===== src/rtl/bcd_countdown.sv =====
// bcd_countdown: loadable multi-digit BCD down-counter with borrow chain and done pulse.
// Optional: define BCD_COUNTDOWN_AUTO_RELOAD_EN to reload the last loaded value at terminal count.
module bcd_countdown #(
   parameter int DIGITS = 4
) (
   input  logic                  clk,
   input  logic                  reset,
   input  logic                  load,
   input  logic [4*DIGITS-1:0]   load_val,
   input  logic                  start,
   input  logic                  pause,
   input  logic                  tick,
   output logic [4*DIGITS-1:0]   q,
   output logic [DIGITS-2:0]     borrow,
   output logic                  busy,
   output logic                  done,
   output logic                  load_err
);

   localparam int W = 4 * DIGITS;

   typedef enum logic [1:0] {
      IDLE   = 2'd0,
      RUN    = 2'd1,
      PAUSED = 2'd2
   } state_t;

   state_t state;
   state_t state_n;

   logic [W-1:0]      q_dec;
   logic [W-1:0]      q_next;
   logic [DIGITS-1:0] low_zero;
   logic              load_ok;
   logic              q_zero;
   logic              at_one;
   logic              pause_act;
   logic              start_act;
   logic              dec;
   logic              term;

`ifdef BCD_COUNTDOWN_AUTO_RELOAD_EN
   logic [W-1:0]      reload;
   logic              reload_hit;
`endif

   // Digit validity of the load value and the per-digit decremented count
   always_comb begin
      load_ok     = 1'b1;
      low_zero    = '0;
      low_zero[0] = 1'b1;
      q_dec       = q;
      for (int i = 0; i < DIGITS; i++) begin
         if (load_val[4*i +: 4] > 4'd9)
            load_ok = 1'b0;
      end
      for (int i = 1; i < DIGITS; i++) begin
         low_zero[i] = low_zero[i-1] & (q[4*i-4 +: 4] == 4'd0);
      end
      for (int i = 0; i < DIGITS; i++) begin
         if (low_zero[i]) begin
            if (q[4*i +: 4] == 4'd0)
               q_dec[4*i +: 4] = 4'd9;
            else
               q_dec[4*i +: 4] = q[4*i +: 4] - 4'd1;
         end
      end
   end

   // Command arbitration: load beats pause beats start beats tick
   always_comb begin
      q_zero    = (q == '0);
      at_one    = (q == W'(1));
      pause_act = ~load & pause & (state == RUN);
      start_act = ~load & ~pause & start &
                  (((state == IDLE) & ~q_zero) | (state == PAUSED));
      dec       = (state == RUN) & tick & ~load & ~pause & ~start_act;
      term      = dec & at_one;
   end

`ifdef BCD_COUNTDOWN_AUTO_RELOAD_EN
   // A zero reload value means no periodic restart
   always_comb begin
      reload_hit = term & (reload != '0);
   end
`endif

   // Borrow into digit i fires exactly when digit i decrements
   always_comb begin
      borrow = '0;
      for (int i = 1; i < DIGITS; i++) begin
         borrow[i-1] = dec & low_zero[i];
      end
   end

   // State register
   always_ff @(posedge clk or negedge reset) begin
      if (!reset)
         state <= IDLE;
      else
         state <= state_n;
   end

   // Next-state logic
   always_comb begin
      state_n = state;
      if (load) begin
         if (load_ok)
            state_n = IDLE;
      end else if (pause_act) begin
         state_n = PAUSED;
      end else if (start_act) begin
         state_n = RUN;
`ifdef BCD_COUNTDOWN_AUTO_RELOAD_EN
      end else if (term & ~reload_hit) begin
`else
      end else if (term) begin
`endif
         state_n = IDLE;
      end
   end

   // State-derived outputs
   always_comb begin
      busy = (state != IDLE);
   end

   // Next count value
   always_comb begin
      q_next = q;
      if (load & load_ok)
         q_next = load_val;
`ifdef BCD_COUNTDOWN_AUTO_RELOAD_EN
      else if (reload_hit)
         q_next = reload;
`endif
      else if (dec)
         q_next = q_dec;
   end

   // Count register and registered status pulses
   always_ff @(posedge clk or negedge reset) begin
      if (!reset) begin
         q        <= '0;
         done     <= 1'b0;
         load_err <= 1'b0;
      end else begin
         q        <= q_next;
         done     <= term;
         load_err <= load & ~load_ok;
      end
   end

`ifdef BCD_COUNTDOWN_AUTO_RELOAD_EN
   // Reload register tracks the last accepted load
   always_ff @(posedge clk or negedge reset) begin
      if (!reset)
         reload <= '0;
      else if (load & load_ok)
         reload <= load_val;
   end
`endif

endmodule


===== config.mk =====
export PLATFORM = sky130hd
export DESIGN_NAME = bcd_countdown
export DESIGN_NICKNAME = d
export VERILOG_FILES = /design/src/rtl/bcd_countdown.sv
export SDC_FILE = /design/constraint.sdc
export NUM_CORES = 1
export LEC_CHECK = 0
export ABC_AREA = 1
export BUFFER_PORTS_ARGS = -buffer_cell sky130_fd_sc_hd__buf_2
export CORE_ASPECT_RATIO = 1.1
export CORE_UTILIZATION = 30
export DETAILED_ROUTE_END_ITERATION = 8
export GPL_ROUTABILITY_DRIVEN = 0
export GPL_TIMING_DRIVEN = 0
export PLACE_DENSITY = 0.57
export SYNTH_ARGS = -nofsm -noshare
export SYNTH_HDL_FRONTEND = slang
export SYNTH_SLANG_ARGS = --single-unit

===== constraint.sdc =====
create_clock -name clk -period 2.2 [get_ports clk]
set_input_delay 0.66 -clock clk [delete_from_list [all_inputs] [get_ports clk]]
set_output_delay 0.66 -clock clk [all_outputs]
set_load 0.1 [all_outputs]

==> reports/qor.csv, run 1 <==
stage,metric,value,unit
route,detail-route-antenna-nets,0,
timing,post-route-period-util,102,%
timing,skew,0.00630,ns
cells_and_area,antenna_cells,0,
placed_design,dp_cells,300,
timing,hold_viol,0,
worst_setup_path,startpoint_type,register,
floorplanning,die_h,72.8,microns
timing,rsz0062_at_grt,yes,
worst_setup_path,arrival,1.59,ns
synth,synth_cells,204,
floorplanning,fp-row-count,25,
synth,synth.yosys.seq_area_share,36.6,%
cts,clock_latency,0.27,ns
placed_design,numPortBuffers,42,
pwr,p_leak,1.06,nW
global_routing,first_global_vias,1348,
worst_hold_path,hold_class,input port to asynchronous set/reset pin,
cells_and_area,final_nets,284,
run_status,violations,setup timing,
floorplanning,core_area,4350,sq um
cells_and_area,layoutNonFillerInstCount,315,
run_status,status,"finished, violations left",
timing,fin_ws,-0.0452,ns
pwr,powerDensity,1280,nW/um^2
pwr,ir_worst_vdd,532,uV
worst_setup_path,cpMostUsedCell,nor2_4,
cts,clock-sinks,20,
global_routing,grt_antenna_before_repair,0,
timing,setup_tns,-0.0452,ns
route,dr.pass1.iters,4,
cts,h-tree-depth,1,
synth,yosysWarnings,0,
timing,relSlewSlack,67.6,%
worst_setup_path,crit_family,simple AND/OR/NAND/NOR gates,
timing,fin_hold_ws,0.339,ns
worst_setup_path,critical_path.cell_chain,nor2_4 > nand2_4 > nor2_4 > nand2_4 > nor2_4 > buf_12,
route,wirelength,3580,microns
worst_setup_path,reg2reg_setup_slack,0.43,ns
worst_setup_path,worst-path-buf-inv,1,
global_routing,grtUsageTotal,16.5,%
cells_and_area,syn_to_final_growth,42.1,%
cts,path_clk_slew,0.08,ns
synth,ys_ff_latch,20,
cells_and_area,final_area,1950,sq um
global_routing,grt_overflow,0,
floorplanning,die_w,66.4,microns
placed_design,dpl-instance-area,1720,sq um
floorplanning,start_util,31.5,%
synth,syn_avg_cell_area,6.71,sq um
timing,drv_slew,0,
cells_and_area,drive_gt1_share,36.0,%
synth,synth_nets,226,
worst_setup_path,cp_max_fo,5,
worst_setup_path,critPathMaxStageDelay,0.51,ns
floorplanning,ios,44,
route,wire_per_inst,11.4,microns
worst_setup_path,required,1.54,ns
global_routing,grt_pass1_wl,6000,microns
cts,cts_root_buffer,clkbuf_8,
route,remaining_drc_errors,0,
timing,timing.fmax,0.445,GHz
timing,tightest_slew,0.489,ns
cells_and_area,layout_commonest_cell,nand2_1,
route,via_per_inst,4.54,
worst_setup_path,slowest_stage,dfrtp_4,
worst_setup_path,critical_path_class,register to primary output,
cts,cts_buffer_depth,2,
worst_setup_path,end_kind,primary output,
cells_and_area,layout_common_cells,"nand2_1, buf_2, nand3_1",
run,drv_cap,0,
route,drtIter0Drc,27,
timing,setup_viol,1,
synth,synth_cell_types,24,
placed_design,place_hpwl,2600,microns
floorplanning,die_area,4840,sq um
timing,period_minus_slack,2.25,ns
global_routing,grt_max_degree,21,
synth,synth_area,1370,sq um
cts,cts_buffers,3,
cts,cts_tree,built,
route,vias,1430,
cell families after synthesis:
| logic type | synth area share, % |
|---|---|
| simple gates | 48.5 |
| flops | 36.6 |
| compound gates | 3.47 |
| buf+inv | 10.1 |
| xor+xnor | 1.28 |
repair_timing:
item | CTS | global route
pin swaps | 5 | 6
setup buffers | 7 | 4
resized for setup | 16 | 3
gates cloned | 0 | 0
hold buffers | 0 | 0
endpoints found under the setup margin | 3 | 3
report_power, final:
part | switching (mW) | total (mW) | leakage, nW | internal (mW)
Combinational | 1.15 | 1.46 | 0.791 | 0.311
Sequential | 0.145 | 0.651 | 0.234 | 0.506
Clock | 0.138 | 0.381 | 0.0357 | 0.243
Total | 1.43 | 2.49 | 1.06 | 1.06
metrics by stage:
stage          power [mW]  util [%]  setup WS [ns]
3_3_place_gp         2.03      39.5         -0.290
3_5_place_dp         2.04      39.5         -0.296
2_1_floorplan        1.81         -         -0.164
4_1_cts              2.48      43.7        -0.0319
5_1_grt              2.64      44.7         -0.101
6_report             2.49      44.7        -0.0452
registers in the layout, indices dropped and copies added, names as in the netlist:
name and cells:
q 16, state 2, done 1, load_err 1
area by class of cell:
class / instances / area, sq um
Buffer: 3 / 42.5
Timing Repair Buffer: 53 / 333
Clock inverter: 1 / 30.0
Fill cell: 460 / 2400
Sequential cell: 20 / 527
Clock buffer: 3 / 41.3
Tap cell: 54 / 67.6
Multi-Input combinational cell: 153 / 786
Inverter: 28 / 119
routing by layer:
layer | global-route usage [%] | wire (microns) | vias to the layer above
li1 | - | - | 748
met1 | 21.1 | 1620 | 648
met2 | 27.7 | 1780 | 30
met3 | 2.50 | 112 | 4
met4 | 6.38 | 60 | 0
met5 | 0 | 0 | -
worst paths after layout:
kind / from / to / depth (start not counted)
max: q[1]$_DFFE_PN0P_ / borrow[2] / 6
min: reset / q[1]$_DFFE_PN0P_ / 1
max reg2reg: q[1]$_DFFE_PN0P_ / q[13]$_DFFE_PN0P_ / 12
min reg2reg: state[0]$_DFFE_PN0P_ / state[0]$_DFFE_PN0P_ / 2
max in group asynchronous: reset / q[4]$_DFFE_PN0P_ / 1
min in group clk: state[0]$_DFFE_PN0P_ / state[0]$_DFFE_PN0P_ / 2
cells in the mapped netlist:
library cell  count  area share (%)
a21oi_1           3             1.1
buf_6             3             2.5
clkinv_1          1            0.27
dfrtp_1          20              37
inv_1            23             6.3
inv_2             4             1.1
nand2_1          69              19
nand2_2           2            0.91
nand2_4           2             1.6
nand3_1          24             8.8
nand3_2           3             2.2
nand3b_1          4             2.2
nand4_2           1            0.91
nor2_1           26             7.1
nor2_2            3             1.4
nor2_4            1            0.82
nor3_1            3             1.1
nor3_4            1             1.2
nor4_1            1            0.46
o21a_1            1            0.55
o21ai_0           4             1.5
o21ai_1           1            0.37
or2_2             2            0.91
xor2_1            2             1.3
Note: power is estimated with default switching activity, not from simulation.
==> inputs of run 2 (changes only) <==
==> constraint.sdc (replaced) <==
create_clock -name clk -period 2.2 [get_ports clk]
set_input_delay 0.44 -clock clk [delete_from_list [all_inputs] [get_ports clk]]
set_output_delay 0.44 -clock clk [all_outputs]
set_load 0.1 [all_outputs]
==> reports/qor.csv, run 2 (synthesis gave the netlist of run 1 again) <==
stage,metric,value,unit
cells_and_area,largest_reg_flops,16,
timing,skew,0.00276,ns
global_routing,grt_busiest_layer,met2,
worst_hold_path,hold_class,input port to asynchronous set/reset pin,
pwr,finalPower,2.29,mW
cts,ctsHoldBuffers,0,
route,remaining_drc_errors,0,
route,wirelength,3310,microns
run_status,status,"complete, no violations",
worst_setup_path,arrival,1.67,ns
pwr,ir_worst_vdd,803,uV
global_routing,grt_max_degree,21,
worst_setup_path,cp_max_fo,6,
cells_and_area,reg_top3,"q x16, state x2",
global_routing,grt_pass1_wl,5710,microns
cells_and_area,antenna_cells,0,
route,detail-route-antenna-nets,0,
timing,hold_viol,0,
worst_setup_path,startpoint,q[5]$_DFFE_PN0P_,
worst_setup_path,r2r-start,q[5]$_DFFE_PN0P_,
floorplanning,start_util,31.5,%
worst_setup_path,startpoint_type,register,
global_routing,grtUsageMet2,25.3,%
global_routing,grt_antenna_before_repair,0,
timing,period_minus_slack,2.11,ns
floorplanning,die_area,4840,sq um
timing,post-route-period-util,95.7,%
route,vias,1364,
global_routing,grt_overflow,0,
cells_and_area,layout_common_cells,"nand2_1, buf_2, nor2_1, nand3_1, inv_1",
cells_and_area,final_area,1780,sq um
global_routing,first_global_vias,1307,
route,drtIter0Drc,60,
placed_design,numPortBuffers,42,
cts,cts_root_buffer,clkbuf_8,
timing,tightest_slew,0.487,ns
cts,h-tree-depth,1,
worst_setup_path,required,1.76,ns
cells_and_area,layout_commonest_cell,nand2_1,
cells_and_area,drive_gt1_share,32.3,%
run,drv_cap,0,
floorplanning,die_w,66.4,microns
route,dr.pass1.iters,4,
cells_and_area,syn_to_final_growth,29.8,%
global_routing,grtUsageTotal,15.7,%
timing,timing.fmax,0.475,GHz
floorplanning,ios,44,
cts,cts_tree,built,
cts,clock-sinks,20,
cts,path_clk_slew,0.08,ns
pwr,powerDensity,1290,nW/um^2
global_routing,grt_use_met1,20.8,%
worst_setup_path,end_kind,primary output,
route,via_per_inst,4.47,
floorplanning,die_h,72.8,microns
timing,relSlewSlack,67.7,%
placed_design,place_hpwl,2650,microns
cells_and_area,regMostFlops,q,
cells_and_area,final-seq-area,523,sq um
cts,cts_buffers,3,
cells_and_area,fillers,475,
cts,clock_latency,0.26,ns
cells_and_area,final_nets,274,
global_routing,use_met3,2.81,%
timing,setup_viol,0,
placed_design,dpl-instance-area,1680,sq um
cells_and_area,multi_input_area,747,sq um
timing,fin_hold_ws,0.118,ns
cts,cts_buffer_depth,2,
pwr,p_leak,0.985,nW
timing,drv_slew,0,
floorplanning,core_area,4350,sq um
route,wire_per_inst,10.8,microns
floorplanning,fp-row-count,25,
worst_setup_path,critical_path_class,register to primary output,
==> run 2: cell count changes in the layout (fill, tap and decap cells not counted), moves of 2 or more <==
| cell | previous run | this run |
|---|---|---|
| nor2_4 | 7 | 3 |
| nor2_2 | 0 | 3 |
| buf_6 | 2 | 4 |
| buf_4 | 11 | 1 |
| buf_12 | 3 | 1 |
| inv_2 | 2 | 4 |
==> run 2: path summary, 6_finish.rpt <==
path / to / slack (ns) / cells past startpoint
setup / recovery: borrow[2] / 0.09 / 6
hold / removal: q[11]$_DFFE_PN0P_ / 0.12 / 1
setup reg to reg: q[15]$_DFFE_PN0P_ / 0.45 / 11
hold reg to reg: state[0]$_DFFE_PN0P_ / 0.48 / 2
max in group asynchronous: q[4]$_DFFE_PN0P_ / 1.73 / 1
min in group clk: q[0]$_DFFE_PN0P_ / 0.39 / 3
==> run 2: report_power, final <==
part	leakage (nW)	internal, mW	total (mW)	switching, mW
logic	0.721	0.261	1.36	1.10
clock network	0.0288	0.160	0.289	0.129
registers	0.235	0.502	0.635	0.133
total	0.985	0.922	2.29	1.37
==> run 2: cell type report <==
type                       count  area share [%]
tap                           54            3.80
multi-input combinational    153            42.0
buffer                         3            1.90
timing repair buffer          43            13.6
sequential                    20            29.4
inverter                      28            6.13
clock buffer                   4            3.10
==> run 2: layer usage <==
| metal | routed length, microns | part of all wire [%] |
|---|---|---|
| met5 | 0 | 0 |
| met2 | 1560 | 47 |
| met3 | 125 | 3.8 |
| met4 | 53 | 1.6 |
| met1 | 1570 | 47 |
==> run 2: timing repair <==
action,in CTS,in global routing
buffers inserted,0,1
endpoints found under the setup margin,2,3
resized for setup,7,3
pin swaps,0,1
==> run 2: through the flow <==
step,worst slack [ns],util [%],cells,setup TNS (ns)
global route,-0.00845,40.9,305,-0.00845
floorplan,0.0118,-,204,0
CTS,-0.00399,40.5,304,-0.00399
finish,0.0936,40.9,305,0
global placement,0.0258,38.6,300,0
detailed placement,0.0178,38.6,300,0
==> run 2: critical path: stages, from the launching register on <==
cell and delay (ns):
dfrtp_4 0.51, nor2_2 0.15, nand2_1 0.13, nor2_4 0.17, nand2_4 0.10, nor2_4 0.15, buf_12 0.19
